`config.mk`:
```
export PLATFORM = sky130hd
export DESIGN_NAME = mem_port_arbiter
export DESIGN_NICKNAME = d
export VERILOG_FILES = /design/src/rtl/mem_port_arbiter_pkg.sv /design/src/rtl/mem_port_arbiter_tag_fifo.sv /design/src/rtl/mem_port_arbiter.sv
export SDC_FILE = /design/constraint.sdc
export NUM_CORES = 1
export LEC_CHECK = 0
export BUFFER_PORTS_ARGS = -buffer_cell sky130_fd_sc_hd__buf_2
export CELL_PAD_IN_SITES_DETAIL_PLACEMENT = 1
export CELL_PAD_IN_SITES_GLOBAL_PLACEMENT = 1
export CORE_AREA = 2 2 113 115
export CTS_BUF_LIST = sky130_fd_sc_hd__clkbuf_4 sky130_fd_sc_hd__clkbuf_8
export DETAILED_ROUTE_END_ITERATION = 10
export DIE_AREA = 0 0 115 117
export PLACE_DENSITY = 0.77
export SLEW_MARGIN = 25
export SYNTH_ARGS = -nofsm -noshare
export SYNTH_HDL_FRONTEND = slang
export SYNTH_HIERARCHICAL = 1
export SYNTH_SLANG_ARGS = --single-unit
```
`constraint.sdc`:
```
create_clock -name clk -period 8.4 [get_ports clk]
set_input_delay 0.42 -clock clk [delete_from_list [all_inputs] [get_ports clk]]
set_output_delay 0.42 -clock clk [all_outputs]
set_load 0.02 [all_outputs]
```
`src/rtl/mem_port_arbiter_pkg.sv`:
```
// Purpose : shared encodings for the fetch/data memory port arbiter.
// Latency : n/a (constants and types only).
// Backpr. : n/a.
package mem_port_arbiter_pkg;

    // Source tag recorded per issued request, consumed when its response returns.
    localparam logic TAG_INST = 1'b0;
    localparam logic TAG_DATA = 1'b1;

    // Size driven downstream for instruction fetches (word access).
    localparam logic [2:0] INST_SIZE = 3'd2;

    // Grant state: IDLE arbitrates freely, LOCK_x holds a presented but
    // not-yet-accepted request from source x so the bus stays stable.
    typedef enum logic [1:0] {
        IDLE   = 2'd0,
        LOCK_I = 2'd1,
        LOCK_D = 2'd2
    } grant_state_t;

endpackage

```
`src/rtl/mem_port_arbiter_tag_fifo.sv`:
```
// Purpose : 1-bit in-order source-tag ring buffer, DEPTH entries (power of 2).
// Latency : push visible at dout/count the cycle after; dout is the head, read combinationally.
// Backpr. : push ignored when full, pop ignored when empty; caller gates both.
// Ports   : clk/resetn, push/din in, pop in, dout/full/empty/count out.
module tag_fifo
    import mem_port_arbiter_pkg::*;
#(
    parameter int DEPTH = 4
) (
    input  logic                     clk,
    input  logic                     resetn,
    input  logic                     push,
    input  logic                     pop,
    input  logic                     din,
    output logic                     dout,
    output logic                     full,
    output logic                     empty,
    output logic [$clog2(DEPTH):0]   count
);

    localparam int PTR_W = $clog2(DEPTH);
    localparam int CNT_W = PTR_W + 1;

    logic [DEPTH-1:0] mem;
    logic [PTR_W-1:0] wr_ptr;
    logic [PTR_W-1:0] rd_ptr;
    logic             push_ok;
    logic             pop_ok;

    assign full    = (count == CNT_W'(DEPTH));
    assign empty   = (count == '0);
    assign push_ok = push && !full;
    assign pop_ok  = pop && !empty;
    assign dout    = mem[rd_ptr];

    // Tag storage needs no reset: an entry is only read after it was written.
    always_ff @(posedge clk) begin
        if (push_ok) begin
            mem[wr_ptr] <= din;
        end
    end

    // Pointers wrap naturally because DEPTH is a power of 2.
    always_ff @(posedge clk or negedge resetn) begin
        if (!resetn) begin
            wr_ptr <= '0;
            rd_ptr <= '0;
            count  <= '0;
        end else begin
            if (push_ok) begin
                wr_ptr <= wr_ptr + 1'b1;
            end
            if (pop_ok) begin
                rd_ptr <= rd_ptr + 1'b1;
            end
            case ({push_ok, pop_ok})
                2'b10:   count <= count + 1'b1;
                2'b01:   count <= count - 1'b1;
                default: count <= count;
            endcase
        end
    end

endmodule

```
`src/rtl/mem_port_arbiter.sv`:
```
// Purpose : merges fetch and data split-transaction ports onto one memory port; data has priority.
// Latency : zero-cycle combinational request mux, addr_ok and data_ok pass-through.
// Backpr. : bus_req held off while MAX_OUTST requests are outstanding; a pending grant is locked until accepted.
// Ports   : inst_* fetch port, data_* data port, bus_* downstream port,
//           outst_cnt outstanding request count, err sticky protocol error.
module mem_port_arbiter
    import mem_port_arbiter_pkg::*;
#(
    parameter int MAX_OUTST = 4,
    parameter int CNT_W     = $clog2(MAX_OUTST) + 1
) (
    input  logic             clk,
    input  logic             resetn,
    input  logic             inst_req,
    input  logic             inst_cache,
    input  logic [31:0]      inst_addr,
    output logic             inst_addr_ok,
    output logic             inst_data_ok,
    output logic [31:0]      inst_rdata,
    input  logic             data_req,
    input  logic             data_cache,
    input  logic             data_wr,
    input  logic [3:0]       data_wstrb,
    input  logic [2:0]       data_size,
    input  logic [31:0]      data_addr,
    input  logic [31:0]      data_wdata,
    output logic             data_addr_ok,
    output logic             data_data_ok,
    output logic [31:0]      data_rdata,
    output logic             bus_req,
    output logic             bus_cache,
    output logic             bus_wr,
    output logic [3:0]       bus_wstrb,
    output logic [2:0]       bus_size,
    output logic [31:0]      bus_addr,
    output logic [31:0]      bus_wdata,
    input  logic             bus_addr_ok,
    input  logic             bus_data_ok,
    input  logic [31:0]      bus_rdata,
    output logic [CNT_W-1:0] outst_cnt,
    output logic             err
);

    grant_state_t state;
    grant_state_t state_nxt;
    logic         grant_i;
    logic         grant_d;
    logic         lock_drop;
    logic         issue;
    logic         pop;
    logic         fifo_full;
    logic         fifo_empty;
    logic         head_tag;

    tag_fifo #(
        .DEPTH (MAX_OUTST)
    ) u_tag_fifo (
        .clk    (clk),
        .resetn (resetn),
        .push   (issue),
        .pop    (pop),
        .din    (grant_d ? TAG_DATA : TAG_INST),
        .dout   (head_tag),
        .full   (fifo_full),
        .empty  (fifo_empty),
        .count  (outst_cnt)
    );

    always_ff @(posedge clk or negedge resetn) begin
        if (!resetn) begin
            state <= IDLE;
        end else begin
            state <= state_nxt;
        end
    end

    // Grants already include the source's req, so bus_req is just "any grant".
    // The full check only matters in IDLE: a lock is entered while not full and
    // only pops can happen before it is released, so it never becomes full.
    always_comb begin
        state_nxt = state;
        grant_i   = 1'b0;
        grant_d   = 1'b0;
        lock_drop = 1'b0;
        case (state)
            IDLE: begin
                if (!fifo_full) begin
                    if (data_req) begin
                        grant_d = 1'b1;
                    end else if (inst_req) begin
                        grant_i = 1'b1;
                    end
                end
            end
            LOCK_I: begin
                if (inst_req) begin
                    grant_i = 1'b1;
                end else begin
                    lock_drop = 1'b1;
                    state_nxt = IDLE;
                end
            end
            LOCK_D: begin
                if (data_req) begin
                    grant_d = 1'b1;
                end else begin
                    lock_drop = 1'b1;
                    state_nxt = IDLE;
                end
            end
            default: state_nxt = IDLE;
        endcase
        if (grant_i || grant_d) begin
            if (bus_addr_ok) begin
                state_nxt = IDLE;
            end else begin
                state_nxt = grant_d ? LOCK_D : LOCK_I;
            end
        end
    end

    assign bus_req = grant_i || grant_d;
    assign issue   = bus_req && bus_addr_ok;

    always_comb begin
        bus_cache = 1'b0;
        bus_wr    = 1'b0;
        bus_wstrb = 4'd0;
        bus_size  = 3'd0;
        bus_addr  = 32'd0;
        bus_wdata = 32'd0;
        if (grant_d) begin
            bus_cache = data_cache;
            bus_wr    = data_wr;
            bus_wstrb = data_wstrb;
            bus_size  = data_size;
            bus_addr  = data_addr;
            bus_wdata = data_wdata;
        end else if (grant_i) begin
            bus_cache = inst_cache;
            bus_size  = INST_SIZE;
            bus_addr  = inst_addr;
        end
    end

    assign inst_addr_ok = bus_addr_ok && grant_i && bus_req;
    assign data_addr_ok = bus_addr_ok && grant_d && bus_req;

    // Responses return in issue order, so the FIFO head names the owner.
    assign pop          = bus_data_ok && !fifo_empty;
    assign inst_data_ok = pop && (head_tag == TAG_INST);
    assign data_data_ok = pop && (head_tag == TAG_DATA);
    assign inst_rdata   = bus_rdata;
    assign data_rdata   = bus_rdata;

    always_ff @(posedge clk or negedge resetn) begin
        if (!resetn) begin
            err <= 1'b0;
        end else if (lock_drop || (bus_data_ok && fifo_empty)) begin
            err <= 1'b1;
        end
    end

endmodule

```
==> results.cfg, run 1 <==
[global_routing]
grt-ovfl-total = 0
grt_pass1_vias = 2499
antenna_found_initial = 1
track_usage_pct = 10.76
grt_max_degree = 65
grt_pass1_wl_mm = 11.61

[setup_path]
cpMaxStageDelayCell = nor2b_4
critPathTopFamily = buffers and inverters
rr_worst_depth = 13
crit_path_start_kind = flip-flop
cp_cell_sequence = inv_1 -> ha_1 -> nor2b_4 -> o21ai_4 -> inv_2 -> buf_4 -> and2_1 -> buf_2
required_ns = 7.98
cp-end-kind = primary output
reg2reg_slack_ns = 5.39
max_stage_delay_ns = 0.72
crit_buf_inv = 4
cp-startpoint = state[0]$_DFFE_PN0P_
crit_type = reg -> out
crit_fanout = 64
crit_arrival_ns = 3.15
crit_cells = 8
r2r_start = state[0]$_DFFE_PN0P_

[yosys]
yosysUniqueCellTypes = 37
synth_nets = 458
yosysWarningCount = 6
synth_seq_area_share_pct = 14.42
synth_edf_count = 4
syn_area_um2 = 2567
syn_area_per_cell_um2 = 8.446
synthArstFlopShare_pct = 71.43
ys.flop_type = dfrtp_1
ys_seq_elements = 14
synth_cells = 304

[clock_network]
h-tree-depth = 1
cts-root-buf = clkbuf_8
ctsResizeCount = 0
cts_max_path_buffers = 2
clkSlewWorstSetupHoldPaths_ns = 0.06
cts_hold_buf = 0
postCtsSetupBuffers = 0
cts_num_sinks = 14
clock_latency_ns = 0.25
numCtsBuffers = 3
cts_tree = built

[floorplanning]
dieArea_um2 = 13460
num_rows = 41
die_x_um = 115
coreArea_um2 = 12310
initial_utilization_pct = 20.85
num_io_pins = 290
die_h_um = 117

[placement]
place_inst = 563
post-dp-hpwl_mm = 6.585
io_buffers = 193
routabilityCongestion = 0.7841

[sta]
min_period_ns = 3.574
setup_violations = 0
finalHoldViolCount = 0
fin_crit_sh_pct = 42.55
slew_headroom_pct = 42.39
final.setup.tns_ns = 0
rsz0062_at_grt = no
worst_slew_pin_slew_ns = 0.8623
finalMaxSlewViolations = 0
fmax_mhz = 279.8
finalClockSkew_ns = 0.002015

[routing]
vias = 2485
drtIter0Drc = 44
ant_nets = 0
via_per_inst = 4.383
drc = 0
wl_mm = 7.979
wl_per_cell_um = 14.07
dr.pass1.iters = 4

[pwr]
power.density_nw_per_um2 = 313.5
power.leakage_nw = 1.726
p_total_mw = 0.9964
vdd_drop_max_v = 0.00009373

[layout]
diodes = 0
layout-drive-gt1-share_pct = 58.27
syn2layout_area_growth_pct = 23.78
fin_cells = 567
nets = 572

[run_status]
status = finished, final reports clean

[worst_hold_path]
hold_class = in -> async

[flow_run]
drv_cap = 0
## metal layers
layer	global-route usage, %	wire length, um	share of wire [%]	vias up
met4	4.096	202	2.5	2
met3	1.751	610	7.6	27
li1	-	-	-	1179
met1	11.80	2970	37	1140
met5	0	13	0.16	-
met2	20.71	4182	52	137
## state kept, by name, indices dropped and copies added (netlist names)
register	cells
u_tag_fifo/wr_ptr	2
u_tag_fifo/mem	4
err	1
u_tag_fifo/rd_ptr	2
u_tag_fifo/count	3
state	2
## cell type report
type,instances,area (um^2)
clock buffer,4,55.05
fill,1542,9134
inverter,45,168.9
multi-input combinational,158,1408
sequential,14,370.4
tap,150,187.7
timing repair buffer,196,988.4
## power by group
part           leakage, nW  switching [mW]  internal, mW
clock               0.0288          0.0235        0.0415
combinational         1.54           0.523         0.280
sequential           0.154          0.0285         0.101
## synthesized netlist by cell type, types with 4 or more instances
cell type   n  area (um^2)
o31ai_2    28        350.3
o211ai_1   34        255.2
o31ai_1     4        30.03
dfrtp_1    10        250.2
inv_1      44        165.2
ha_1        9        112.6
nand2_1     5        18.77
clkbuf_1   13        48.80
edfxtp_1    4        120.1
buf_4      68        510.5
buf_6       5        56.30
and2_1     42        262.8
## cell families after synthesis
| group | count (synthesis) | share of synthesized area (%) |
|---|---|---|
| buffers and inverters | 132 | 30.75 |
| AOI/OAI and AO/OA | 77 | 29.78 |
| and+or+nand+nor | 61 | 15.55 |
| DFF | 14 | 14.43 |
| adders and majority gates | 10 | 5.166 |
| xor gates and xnor gates | 6 | 2.047 |
| muxes | 4 | 2.290 |
## through the flow
step	cell area (um^2)	utilization, %	worst slack, ns	hold WS, ns
4_1_cts	3178	25.81	4.739	0.02949
5_1_grt	3178	25.81	4.518	0.03152
6_report	3178	25.81	4.826	0.02354
3_3_place_gp	3123	25.37	5.165	0.2908
2_1_floorplan	2567	-	5.477	0.1244
3_5_place_dp	3123	25.37	5.016	0.3001
## cell usage in the layout (no fill, tap or decap), types with 3 or more instances in the layout
cell,instances
and2_1,42
buf_2,193
buf_4,3
clkbuf_8,4
dfrtp_1,10
edfxtp_1,4
ha_1,9
inv_1,44
nand2_1,5
nor2_1,3
o211ai_1,34
o31ai_1,4
o31ai_2,28
xnor2_1,3
xor2_1,3
## final timing paths
kind                                                     to
setup / recovery                               bus_wdata[1]
hold / removal              u_tag_fifo/count[1]$_DFFE_PN0P_
setup reg to reg            u_tag_fifo/count[2]$_DFFE_PN0P_
hold reg to reg            u_tag_fifo/rd_ptr[1]$_DFFE_PN0P_
max in group asynchronous  u_tag_fifo/wr_ptr[0]$_DFFE_PN0P_
min in group clk                            err$_DFFE_PN0P_
(Power assumes the default switching activity.)
==> inputs of run 2 (changes only) <==
- CORE_AREA: 2 2 113 115 -> unset
- CORE_MARGIN: unset -> 2
- CORE_UTILIZATION: unset -> 22
- DIE_AREA: 0 0 115 117 -> unset
- PLACE_DENSITY: 0.77 -> 0.8
- clock period: 8.4 -> 3.4 ns (I/O delays scaled with it)
==> run 2 against run 1 <==
  * Combinational power grew to 2.6 times the previous value
  * Worst hold slack gained 0.16 ns
  * Via count grew 3.1%
  * Clock-buffer cell count is the same
  * Sequential cell count is the same
  * Critical path depth grew 4
  * Die area shrank 6.7%
  * Clock power grew 150%
  * Power grew to 2.6 times the previous value
  * Final cell count shrank 0.53%
  * Global-route usage grew 2.5 points
  * Critical endpoint is now u_tag_fifo/count[2]$_DFFE_PN0P_
  * Highest routed layer is now met4
==> results.cfg, run 2 (synthesis gave the netlist of run 1 again) <==
[run_status]
status = finished, final reports clean

[global_routing]
grt-ovfl-total = 0
grt_max_degree = 42
met3_usage_pct = 2.646
met1_usage_pct = 13.21
grt.busiest_layer = met2
track_usage_pct = 13.27
antenna_found_initial = 0
grt_pass1_wl_mm = 13.56
grtUsageMet2_pct = 28.08
grt_pass1_vias = 2689

[layout]
final_area_um2 = 3214
reg_top3 = u_tag_fifo/mem (4), u_tag_fifo/count (3)
nets = 576
diodes = 0
largest_reg_flops = 4
layout_common_cells = buf_2 (193), inv_1 (44), and2_1 (42)
final_common_cell = buf_2
syn2layout_area_growth_pct = 25.19
largest_register = u_tag_fifo/mem
layout-drive-gt1-share_pct = 58.43

[routing]
drc = 0
ant_nets = 0
wl_per_cell_um = 15.98
vias = 2563
dr.pass1.iters = 3
via_per_inst = 4.544
drtIter0Drc = 81
wl_mm = 9.013

[floorplanning]
dieArea_um2 = 12550
num_rows = 39
initial_utilization_pct = 22.49
coreArea_um2 = 11420
num_io_pins = 290
die_h_um = 112.0
die_x_um = 112.0

[sta]
rsz0062_at_grt = no
fin_crit_sh_pct = 77.83
worst_slew_pin_slew_ns = 0.5979
setup_violations = 0
slew_headroom_pct = 60.14
finalClockSkew_ns = 0.004563
finalHoldViolCount = 0
final.setup.tns_ns = 0
fmax_mhz = 377.9
finalMaxSlewViolations = 0
min_period_ns = 2.646

[clock_network]
clock_latency_ns = 0.24
h-tree-depth = 1
cts-root-buf = clkbuf_8
postCtsSetupBuffers = 0
numCtsBuffers = 3
clkSlewWorstSetupHoldPaths_ns = 0.06
cts_max_path_buffers = 2
ctsResizeCount = 0
cts_num_sinks = 14
cts_tree = built

[setup_path]
cp-end-kind = flip-flop
required_ns = 3.57
r2r_start = u_tag_fifo/count[0]$_DFFE_PN0P_
rr_worst_depth = 12
r2r-end = u_tag_fifo/count[2]$_DFFE_PN0P_
reg2reg_slack_ns = 0.75
crit_type = reg -> reg
crit_path_start_kind = flip-flop
crit_arrival_ns = 2.81
crit_fanout = 7

[worst_hold_path]
min_path_cells = 2
min_from = bus_data_ok
worst_hold_path.endpoint = err$_DFFE_PN0P_
hold_class = in -> reg

[flow_run]
drv_cap = 0

[placement]
post-dp-hpwl_mm = 7.353
io_buffers = 193
routabilityCongestion = 0.7623
dpl_cell_area_um2 = 3149

[pwr]
vdd_drop_max_v = 0.0002901
power.density_nw_per_um2 = 793.7
power.leakage_nw = 1.749
## run 2: what timing repair did
| action | in CTS | in global routing |
|---|---|---|
| hold endpoints to repair | 10 | 0 |
| endpoints found under the setup margin | 0 | 0 |
| hold buffers | 1 | 0 |
## run 2: where the power goes
group | internal (mW) | switching, mW
clock | 0.102 | 0.0575
sequential | 0.248 | 0.0718
combinational | 0.729 | 1.34
## run 2: worst max path at each step
stage	from	endpoint	slack, ns	cells after the start
after floorplan	u_tag_fifo/count[2]$_DFFE_PN0P_	u_tag_fifo/count[2]$_DFFE_PN0P_	0.48	13
after global placement	u_tag_fifo/count[0]$_DFFE_PN0P_	u_tag_fifo/count[2]$_DFFE_PN0P_	0.83	12
after CTS	u_tag_fifo/count[0]$_DFFE_PN0P_	u_tag_fifo/count[2]$_DFFE_PN0P_	0.74	12
after detailed placement	u_tag_fifo/count[0]$_DFFE_PN0P_	u_tag_fifo/count[2]$_DFFE_PN0P_	0.76	12
final	u_tag_fifo/count[0]$_DFFE_PN0P_	u_tag_fifo/count[2]$_DFFE_PN0P_	0.75	12
after global routing	u_tag_fifo/count[0]$_DFFE_PN0P_	u_tag_fifo/count[2]$_DFFE_PN0P_	0.61	12
## run 2: critical path: stages (launching register included)
cell and delay [ns]:
dfrtp_1 0.46, nor3b_4 0.33, and4bb_4 0.31, o21ai_4 0.12, a21oi_1 0.08, nor2b_4 0.16, inv_1 0.07, ha_1 0.17
inv_1 0.07, fa_1 0.37, xor2_1 0.16, nor2_1 0.11, xor2_1 0.16
## run 2: final cells by class
type                    instances  area (um^2)
repair buffers                200         1033
inverters                      45        168.9
flip-flops and latches         14        370.4
multi-input cells             158         1408
fillers                      1438         8204
clock buffers                   4        55.05
well taps                     143        178.9
## run 2: through the flow
stage | instances | hold slack (ns) | utilization (%) | worst slack (ns) | total power [mW]
6_report | 564 | 0.1835 | 28.15 | 0.7536 | 2.551
3_5_place_dp | 559 | 0.05384 | 27.58 | 0.7556 | 2.413
2_1_floorplan | 304 | -0.1256 | - | 0.4768 | 1.926
5_1_grt | 564 | 0.1875 | 28.15 | 0.6136 | 2.752
3_3_place_gp | 559 | 0.04965 | 27.58 | 0.8276 | 2.334
4_1_cts | 564 | 0.1805 | 28.15 | 0.7392 | 2.590
## run 2: routing by layer
metal  share of wire [%]  routed length (um)  up-vias
met5                   0                   0        -
met4                 1.1                  96        0
met3                 9.6                 865        8
met2                  55                4982      186
met1                  34                3068     1183
li1                    -                   -     1186
